[src/rtl/breath_key_ctrl.sv]
`default_nettype none
// ============================================================================
// Module   : breath_key_ctrl
// Brief    : Debounced key front-end for the breath LED: a short press toggles
//            breath_en, a long press steps speed_sel. Define
//            BREATH_KEY_AUTOREPEAT_EN to repeat the long event while held.
// Revision : 1.0 - initial release
// ============================================================================
module breath_key_ctrl #(
    parameter logic [19:0] CNT_DEBOUNCE_MAX = 20'd999_999,
    parameter logic [5:0]  CNT_LONG_MAX     = 6'd49
) (
    input  logic       sys_clk,
    input  logic       sys_rst_n,
    input  logic       key_in,
    output logic       breath_en,
    output logic [1:0] speed_sel,
    output logic       key_flag,
    output logic       long_flag
);

    localparam logic [1:0] c_idle        = 2'd0;
    localparam logic [1:0] c_filter_down = 2'd1;
    localparam logic [1:0] c_pressed     = 2'd2;
    localparam logic [1:0] c_filter_up   = 2'd3;

    logic        r_key_meta;
    logic        r_key_s;
    logic [1:0]  r_state;
    logic [19:0] r_cnt_db;
    logic [5:0]  r_hold_cnt;
    logic        r_long_done;
    logic        w_db_done;
    logic        w_long_event;

    // Synchronizer idles high so a reset never looks like a press.
    always_ff @(posedge sys_clk or negedge sys_rst_n) begin
        if (!sys_rst_n) begin
            r_key_meta <= 1'b1;
            r_key_s    <= 1'b1;
        end else begin
            r_key_meta <= key_in;
            r_key_s    <= r_key_meta;
        end
    end

    assign w_db_done = (r_cnt_db == CNT_DEBOUNCE_MAX);

`ifdef BREATH_KEY_AUTOREPEAT_EN
    assign w_long_event = (r_state == c_pressed) && w_db_done &&
                          (r_hold_cnt == CNT_LONG_MAX);
`else
    assign w_long_event = (r_state == c_pressed) && w_db_done &&
                          (r_hold_cnt == CNT_LONG_MAX) && !r_long_done;
`endif

    always_ff @(posedge sys_clk or negedge sys_rst_n) begin
        if (!sys_rst_n) begin
            r_state     <= c_idle;
            r_cnt_db    <= 20'd0;
            r_hold_cnt  <= 6'd0;
            r_long_done <= 1'b0;
            breath_en   <= 1'b1;
            speed_sel   <= 2'd0;
            key_flag    <= 1'b0;
            long_flag   <= 1'b0;
        end else begin
            key_flag  <= 1'b0;
            long_flag <= 1'b0;
            case (r_state)
                c_idle: begin
                    r_cnt_db <= 20'd0;
                    if (!r_key_s) begin
                        r_state <= c_filter_down;
                    end
                end
                c_filter_down: begin
                    if (r_key_s) begin
                        r_state  <= c_idle;
                        r_cnt_db <= 20'd0;
                    end else if (w_db_done) begin
                        r_state     <= c_pressed;
                        r_cnt_db    <= 20'd0;
                        r_hold_cnt  <= 6'd0;
                        r_long_done <= 1'b0;
                        key_flag    <= 1'b1;
                    end else begin
                        r_cnt_db <= r_cnt_db + 20'd1;
                    end
                end
                c_pressed: begin
                    // The long event fires even if release is seen in the same cycle.
                    if (w_long_event) begin
                        speed_sel   <= speed_sel + 2'd1;
                        long_flag   <= 1'b1;
                        r_long_done <= 1'b1;
                    end
                    if (r_key_s) begin
                        r_state  <= c_filter_up;
                        r_cnt_db <= 20'd0;
                    end else if (w_db_done) begin
                        r_cnt_db <= 20'd0;
`ifdef BREATH_KEY_AUTOREPEAT_EN
                        if (w_long_event) begin
                            r_hold_cnt <= 6'd0;
                        end else begin
                            r_hold_cnt <= r_hold_cnt + 6'd1;
                        end
`else
                        if (r_hold_cnt != CNT_LONG_MAX) begin
                            r_hold_cnt <= r_hold_cnt + 6'd1;
                        end
`endif
                    end else begin
                        r_cnt_db <= r_cnt_db + 20'd1;
                    end
                end
                c_filter_up: begin
                    if (!r_key_s) begin
                        r_state  <= c_pressed;
                        r_cnt_db <= 20'd0;
                    end else if (w_db_done) begin
                        r_state  <= c_idle;
                        r_cnt_db <= 20'd0;
                        if (!r_long_done) begin
                            breath_en <= ~breath_en;
                        end
                    end else begin
                        r_cnt_db <= r_cnt_db + 20'd1;
                    end
                end
                default: begin
                    r_state  <= c_idle;
                    r_cnt_db <= 20'd0;
                end
            endcase
        end
    end

endmodule
`default_nettype wire

[config.mk]
export PLATFORM = sky130hd
export DESIGN_NAME = breath_key_ctrl
export DESIGN_NICKNAME = d
export VERILOG_FILES = /design/src/rtl/breath_key_ctrl.sv
export SDC_FILE = /design/constraint.sdc
export NUM_CORES = 1
export LEC_CHECK = 0
export CAP_MARGIN = 40
export CORE_MARGIN = 1
export CORE_UTILIZATION = 55
export CTS_BUF_LIST = sky130_fd_sc_hd__clkbuf_4 sky130_fd_sc_hd__clkbuf_8
export CTS_CLUSTER_SIZE = 8
export DETAILED_ROUTE_END_ITERATION = 7
export GPL_ROUTABILITY_DRIVEN = 0
export PLACE_DENSITY = 0.7
export RECOVER_POWER = 100
export SLEW_MARGIN = 20
export SYNTH_ARGS = -nofsm -noshare
export SYNTH_HDL_FRONTEND = slang
export SYNTH_SLANG_ARGS = --single-unit
[constraint.sdc]
create_clock -name sys_clk -period 3.6 [get_ports sys_clk]
set_input_delay 0.72 -clock sys_clk [delete_from_list [all_inputs] [get_ports sys_clk]]
set_output_delay 0.72 -clock sys_clk [all_outputs]
set_load 0.02 [all_outputs]
# [Word level (Yosys, flattened, before mapping)]
# Index checks and enable logic that the tools add are counted.
# W data, S select, Z words.
[op_classes] addsub=3 mul=0 div=0 magnitude_cmp=0 eq_ne=16 shift=0 mux=26 n_bitwise=2 reduce_logical=12
[ops] operator="$mux W20" n=3
[ops] operator="$pmux W20 S3" n=1
[ops] operator="$mux W6" n=5
[ops] operator="$add A20 B1 Y20 const B" n=1
[ops] operator="$eq A20 B20 Y1 const B" n=1
[ops] operator="$ne A2 B2 Y1 const B" n=7
[ops] operator="$mux W2" n=6
[ops] operator="$pmux W6 S2" n=1
[ops] operator="$reduce_and A4 Y1" n=3
[ops] operator="$mux W1" n=8
[ops] operator="$pmux W2 S4" n=1
[ops] operator="$add A6 B1 Y6 const B" n=1
[ops] operator="$eq A6 B6 Y1 const B" n=1
[ops] operator="$ne A3 B3 Y1 const B" n=2
[ops] operator="$ne A6 B6 Y1 const B" n=1
[ops] operator="$reduce_and A6 Y1" n=1
[ops] operator="$eq A2 B2 Y1 const B" n=2
[ops] operator="$logic_and A1 B1 Y1" n=3
[ops] operator="$add A2 B1 Y2 const B" n=1
[ops] operator="$eq A2 B1 Y1 const B" n=1
[ops] operator="$logic_not A2 Y1" n=1
[ops] operator="$ne A2 B1 Y1 const B" n=1
[ops] operator="$not A1 Y1" n=2
[ops] operator="$pmux W1 S2" n=1
[ops] operator="4 further kinds" n=4
[totals] regBits=36 latchBits=0 ramBits=0 rom_bits=0 in_bits=3 out_inout_bits=5 elab_cells=69 n_memories=0

# [Logic depth before layout (Yosys ltp)]
# Gate-level depths: netlist of run 1.
[depth] ltp_word=6 ltp_mapped=7 ltp_nobuf=6

# [Worst setup path after synthesis of run 1]
# Ideal clock, no wire load.
[synth_timing] path_kind="reg2reg" start="register r_cnt_db[0]" end="register r_hold_cnt[5]" setup_time_ns=0.121 arrival_time_ns=1.695 t_required_ns=3.479 setup_slack_ns=1.784 stages_incl_launch_ff=7 n_path_buf=1 synth_period_minus_slack_ns=1.816 path_cell_list="dfrtp_1 ha_1 and4_1 buf_2 nand2_2 or4_1 a22o_1"
[synth_via] elab_chain_cells=3 elab_cells_between_ends=4 cone_classes="eq/ne: 3; reduce/logical: 1"
[synth_lines] element="start, declared" line_no="30" source="logic [19:0] r_cnt_db;"
[synth_lines] element="start signal, assigned" line_no="88" source="r_cnt_db <= r_cnt_db + 20'd1;"
[synth_lines] element="start signal, assigned" line_no="115" source="r_cnt_db <= r_cnt_db + 20'd1;"
[synth_lines] element="start signal, assigned" line_no="129" source="r_cnt_db <= r_cnt_db + 20'd1;"
[synth_lines] element="$eq A20 B20 Y1 (*)" line_no="47" source="assign w_db_done = (r_cnt_db == CNT_DEBOUNCE_MAX);"
[synth_lines] element="$ne A2 B2 Y1 (no line)"
[synth_lines] element="$reduce_and A6 Y1 (no line) (*)"
[synth_lines] element="end signal, assigned" line_no="111" source="r_hold_cnt <= r_hold_cnt + 6'd1;"
[synth_lines] element="end, declared" line_no="31" source="logic [5:0] r_hold_cnt;"
# Every way passes the cells marked *; elsewhere a longest branch is shown, timed or not.
# A chain may end at the register's enable or synchronous reset.

==> impl_metrics.toml, run 1 <==
[job]
drv_cap = 1

[timing]
relSlewSlack = -0.273
rsz0062_at_grt = "false"
slew_viol_final = 37
post-route-period-util = 0.704
period_minus_slack_ps = 2530
setup_viol = 0
finClkSkew_ps = 12.7
fmax_mhz = 394
hold_viol = 0
tightest_slew_ps = 1910
setup-tns-final_ps = 0

[clocking]
htree_levels = 2
hold_buffers = 0
cts_setup_buffers = 0
clock_sinks = 36
numCtsBuffers = 5
clk_latency_ps = 340
cts_resized = 0
cts_tree = "done"
ctsLongestPathBuffers = 2
clk_pin_slew_ps = 110
cts_root_buffer = "clkbuf_4"

[route]
vias = 1530
wl_per_cell_um = 15.8
drc = 0
drt-pass1-iter-count = 4
routed_wl_um = 3940
ant_nets = 0
drtIter0Drc = 140
viasPerCell = 6.12

[setup_path]
cp_data_arrival_time_ps = 2620
critPathCaptureType = "asynchronous set/reset pin"
cp-start-kind = "primary input"
cpPeakStageDelay_ps = 1370
cp_slowest_cell = "clkbuf_1"
crit_chain = "dlygate4sd3_1 > clkbuf_1"
critPathRequiredTime_ps = 3690
crit_buf_inv = 2
crit_path_max_fanout = 36
crit_family = "buffers and inverters"
path_class = "primary input to asynchronous set/reset pin"

[logic_synthesis]
synth_area_leaders = "dfrtp_1 (42%), xor2_1 (5.3%), ha_1 (5.0%)"
yosysWarningCount = 0
async_reset_ff_frac = 1.00
synth.distinct_cells = 45
synthFlopType = "dfrtp_1"
synth-edff-count = 0
synth_top_area_frac = 0.416
yosysSeqAreaShare = 0.456
synthesis.nets = 208
ys_seq_elements = 36
syn_inst = 197
synth_top_area_cell = "dfrtp_1"
syn_area_um2 = 1980
syn_area_per_cell_um2 = 10.1

[power_and_ir_drop]
vdd_drop_max_mv = 0.388
p_clk_frac = 0.256
switching_power_mw = 0.329
seq_power_share = 0.489
p_int_mw = 0.600
pwr-share-comb = 0.256
leakagePower_nw = 0.865
netSwitchingFraction = 0.354
p_per_area_nw_per_um2 = 438

[finish]
final_common_cell = "dfrtp_1"
fin_nets = 214
layout_common_cells = "dfrtp_1 (33), nor2_1 (14), xor2_1 (12)"
syn2layout_area_growth_pct = 6.87
antenna_cells = 0
final_util = 0.626
final_layout_size_suffix_gt1_frac = 0.0882

[global_routing]
grt_pass1_wl_um = 6440
grt.total_usage = 0.234
antenna_found_initial = 0
grt_overflow = 0
grt_max_degree = 37
first_global_vias = 1428

[floorplanning]
initial_core_util = 0.585
fp.dieH_um = 62.1
die_width_um = 62.1
dieArea_um2 = 3850
rows = 21
core-area_um2 = 3390
top_level_ports = 8

[status]
violations = "capacitance limit, slew limit"
status = "complete, but fails checks"

[worst_hold_path]
hold_class = "register to register"

[place]
dp_hpwl_um = 2720
io_buffers = 7
==> synth_stat cells (all sizes together), types with 2 or more instances <==
cell type / number
nor2: 14
xnor2: 2
nand2: 9
or2: 2
ha: 8
xor2: 12
nand3: 11
nand4: 9
dfstp: 3
a21oi: 9
o31ai: 9
and3: 2
o41ai: 3
inv: 6
and4: 3
nor4: 5
buf: 5
and2: 2
or3: 9
o211ai: 5
clkbuf: 4
nand3b: 2
nand2b: 4
dfrtp: 33
o21ai: 11
or4: 4
==> logic make-up after synthesis <==
kind of cell | count (synthesis) | synth area share
and+or+nand+nor | 82 | 0.258
AOI/OAI and AO/OA | 41 | 0.136
DFF | 36 | 0.456
buffers and inverters | 15 | 0.0328
xor gates and xnor gates | 14 | 0.0618
adders and majority gates | 8 | 0.0504
muxes | 1 | 0.00504
==> layout make-up <==
cell class                 count  area (um^2)
inverter                       6         22.5
sequential                    36          905
multi-input combinational    146          996
clock buffer                   7         58.8
tap                           46         57.6
fill                         289         1270
timing repair buffer           8         73.8
clock inverter                 1         7.51
==> stage by stage <==
step / hold WS, ps / worst slack (ps) / total power [mW] / std cells / instance area (um^2)
after floorplan: 345 / 1780 / 0.632 / 197 / 1980
after global placement: 348 / 1450 / 0.680 / 242 / 2080
after detailed placement: 353 / 1320 / 0.695 / 242 / 2080
after CTS: 370 / 1330 / 0.933 / 250 / 2140
after global routing: 370 / 658 / 0.991 / 250 / 2120
final: 367 / 1070 / 0.929 / 250 / 2120
==> worst paths after layout <==
check / depth (start not counted) / slack (ps) / from / endpoint
worst max-delay path: 2 / 1070 / sys_rst_n / r_cnt_db[13]$_DFF_PN0_
worst min-delay path: 0 / 370 / r_key_meta$_DFF_PN1_ / r_key_s$_DFF_PN1_
worst max register to register: 4 / 1130 / r_cnt_db[10]$_DFF_PN0_ / r_cnt_db[10]$_DFF_PN0_
worst min register to register: 0 / 370 / r_key_meta$_DFF_PN1_ / r_key_s$_DFF_PN1_
max in group sys_clk: 4 / 1130 / r_cnt_db[10]$_DFF_PN0_ / r_cnt_db[10]$_DFF_PN0_
min in group asynchronous: 2 / 1440 / sys_rst_n / r_hold_cnt[0]$_DFFE_PN0P_
==> flip-flops by register name, indices dropped and copies added (netlist names), named ones only <==
signal / count
long_flag: 1
speed_sel: 2
r_key_meta: 1
r_key_s: 1
r_cnt_db: 20
key_flag: 1
breath_en: 1
r_state: 1
r_long_done: 1
r_hold_cnt: 6
==> power by group through the flow <==
stage / sequential (mW) / clock [mW] / combinational [mW]
after floorplan: 0.454 / 0 / 0.178
after CTS: 0.453 / 0.245 / 0.235
final: 0.454 / 0.238 / 0.238
after detailed placement: 0.461 / 0 / 0.234
after global placement: 0.458 / 0 / 0.222
after global routing: 0.458 / 0.263 / 0.270
==> per-layer routing <==
metal	GRT usage	share of wire	up-vias
li1	-	-	736
met1	0.319	0.48	764
met2	0.345	0.48	24
met3	0.0704	0.028	6
met4	0.0984	0.014	0
met5	0	0	-
Power figures use the tool's default switching activity.
==> run 2, diff against run 1 <==
clock period = 2.4 ns   (was 3.6 ns; I/O delays follow)
==> impl_metrics.toml, run 2 (synthesized netlist as in run 1, its figures left out) <==
[clocking]
cts_resized = 0
cts_tree = "done"
numCtsBuffers = 5
ctsLongestPathBuffers = 2
clk_latency_ps = 340
hold_buffers = 0
htree_levels = 2
clock_sinks = 36
cts_root_buffer = "clkbuf_4"
clk_pin_slew_ps = 110
cts_setup_buffers = 0

[place]
dp_slack_ps = 305
io_buffers = 7
dp_hpwl_um = 2690

[timing]
relSlewSlack = 0.415
slew_viol_final = 0
finClkSkew_ps = 11.8
setup_viol = 0
period_minus_slack_ps = 2080
hold_viol = 0
tightest_slew_ps = 878
fmax_mhz = 481
fin_ws_ps = 320
setup-tns-final_ps = 0
post-route-period-util = 0.867
rsz0062_at_grt = "false"

[worst_hold_path]
whs_path_depth = 0
hp-start = "r_key_meta$_DFF_PN1_"
hold_class = "register to register"
hold_end = "r_key_s$_DFF_PN1_"

[setup_path]
crit_path_max_fanout = 14
r2r-end = "r_hold_cnt[5]$_DFFE_PN0P_"
cp_data_arrival_time_ps = 2320
cp_slowest_cell = "or4_1"
crit_chain = "ha_1 > and4_1 > nand2_2 > or4_1 > a22o_1"
critPathCaptureType = "register"
critPathRequiredTime_ps = 2640
crit_family = "simple AND/OR/NAND/NOR gates"
reg2reg_slack_ps = 320
path_class = "register to register"
reg2regPathDepth = 5
cp-start-kind = "register"
cp-startpoint = "r_cnt_db[0]$_DFF_PN0_"
critical_path_depth = 5
regToRegStartpoint = "r_cnt_db[0]$_DFF_PN0_"
cpPeakStageDelay_ps = 540
crit_buf_inv = 0

[job]
drv_cap = 0

[finish]
final_layout_size_suffix_gt1_frac = 0.101
nFillCells = 278
layout_common_cells = "dfrtp_1 (33), nor2_1 (14), xor2_1 (12)"
largest_register = "r_cnt_db"
fin_nets = 217
reg.largest.list = "r_cnt_db x20, r_hold_cnt x6, speed_sel x2"
antenna_cells = 0
final_common_cell = "dfrtp_1"
largest_reg_flops = 20
syn2layout_area_growth_pct = 7.76

[global_routing]
first_global_vias = 1364
grt_max_degree = 37
grt.total_usage = 0.233
grt_pass1_wl_um = 6400
antenna_found_initial = 0
grt_overflow = 0

[route]
viasPerCell = 6.05
wl_met2_um = 1770
wl_met1_um = 1860
top_layer = "met4"
routed_wl_um = 3850
drtIter0Drc = 88
wl_met3_um = 173
drc = 0
vias = 1531
drt-pass1-iter-count = 4
ant_nets = 0
wl_per_cell_um = 15.2

[floorplanning]
core-area_um2 = 3390
initial_core_util = 0.585
die_width_um = 62.1
dieArea_um2 = 3850
top_level_ports = 8
fp.dieH_um = 62.1
rows = 21

[status]
status = "complete, no violations"

[power_and_ir_drop]
p_per_area_nw_per_um2 = 654
vdd_drop_max_mv = 0.515
leakagePower_nw = 0.886
[run 2: area by class of cell]
class | count | area (um^2) | share of cell area
tap | 46 | 57.6 | 0.0269
multi-input combinational | 146 | 992 | 0.464
timing repair buffer | 11 | 95.1 | 0.0445
sequential | 36 | 905 | 0.423
inverter | 6 | 22.5 | 0.0105
clock buffer | 8 | 66.3 | 0.0310
[run 2: through the flow]
stage                     power (mW)  utilization  area, um^2  hold WS (ps)  std cells
after floorplan                0.947            -        1980           184        197
final                           1.40        0.631        2140           363        253
after detailed placement        1.06        0.619        2100           352        245
after CTS                       1.42        0.639        2170           368        253
after global placement          1.04        0.619        2100           350        245
after global routing            1.49        0.631        2140           368        253
[run 2: layer usage]
layer / vias to the layer above / global-route usage
li1: 754 / -
met1: 744 / 0.332
met2: 28 / 0.351
met3: 5 / 0.0559
met4: 0 / 0.0667
met5: - / 0
[run 2: worst max path at each step]
stage                                     end  slack [ps]
floorplan           r_hold_cnt[5]$_DFFE_PN0P_         580
global placement    r_hold_cnt[5]$_DFFE_PN0P_         390
detailed placement  r_hold_cnt[5]$_DFFE_PN0P_         310
CTS                 r_hold_cnt[5]$_DFFE_PN0P_         280
global route         speed_sel[0]$_DFFE_PN0P_          90
finish              r_hold_cnt[5]$_DFFE_PN0P_         320
[run 2: worst reg2reg max path, delay by kind of cell (launching register included)]
kind,cells,cell delay (ps)
flops,1,390
fa+ha+maj,1,240
simple gates,3,1110
compound gates,1,240
[run 2: report_power, final]
part | switching (mW) | internal, mW | total, mW
sequential | 0.0380 | 0.642 | 0.680
clock | 0.188 | 0.167 | 0.355
combinational | 0.249 | 0.114 | 0.364
total | 0.475 | 0.924 | 1.40
==> run 3, diff against run 2 <==
CTS_CLUSTER_SIZE = 30   (was 8)
SKIP_LAST_GASP = 1   (was unset)
==> results of run 3 <==
Final layout, timing and power as in run 2 (identical DEF).
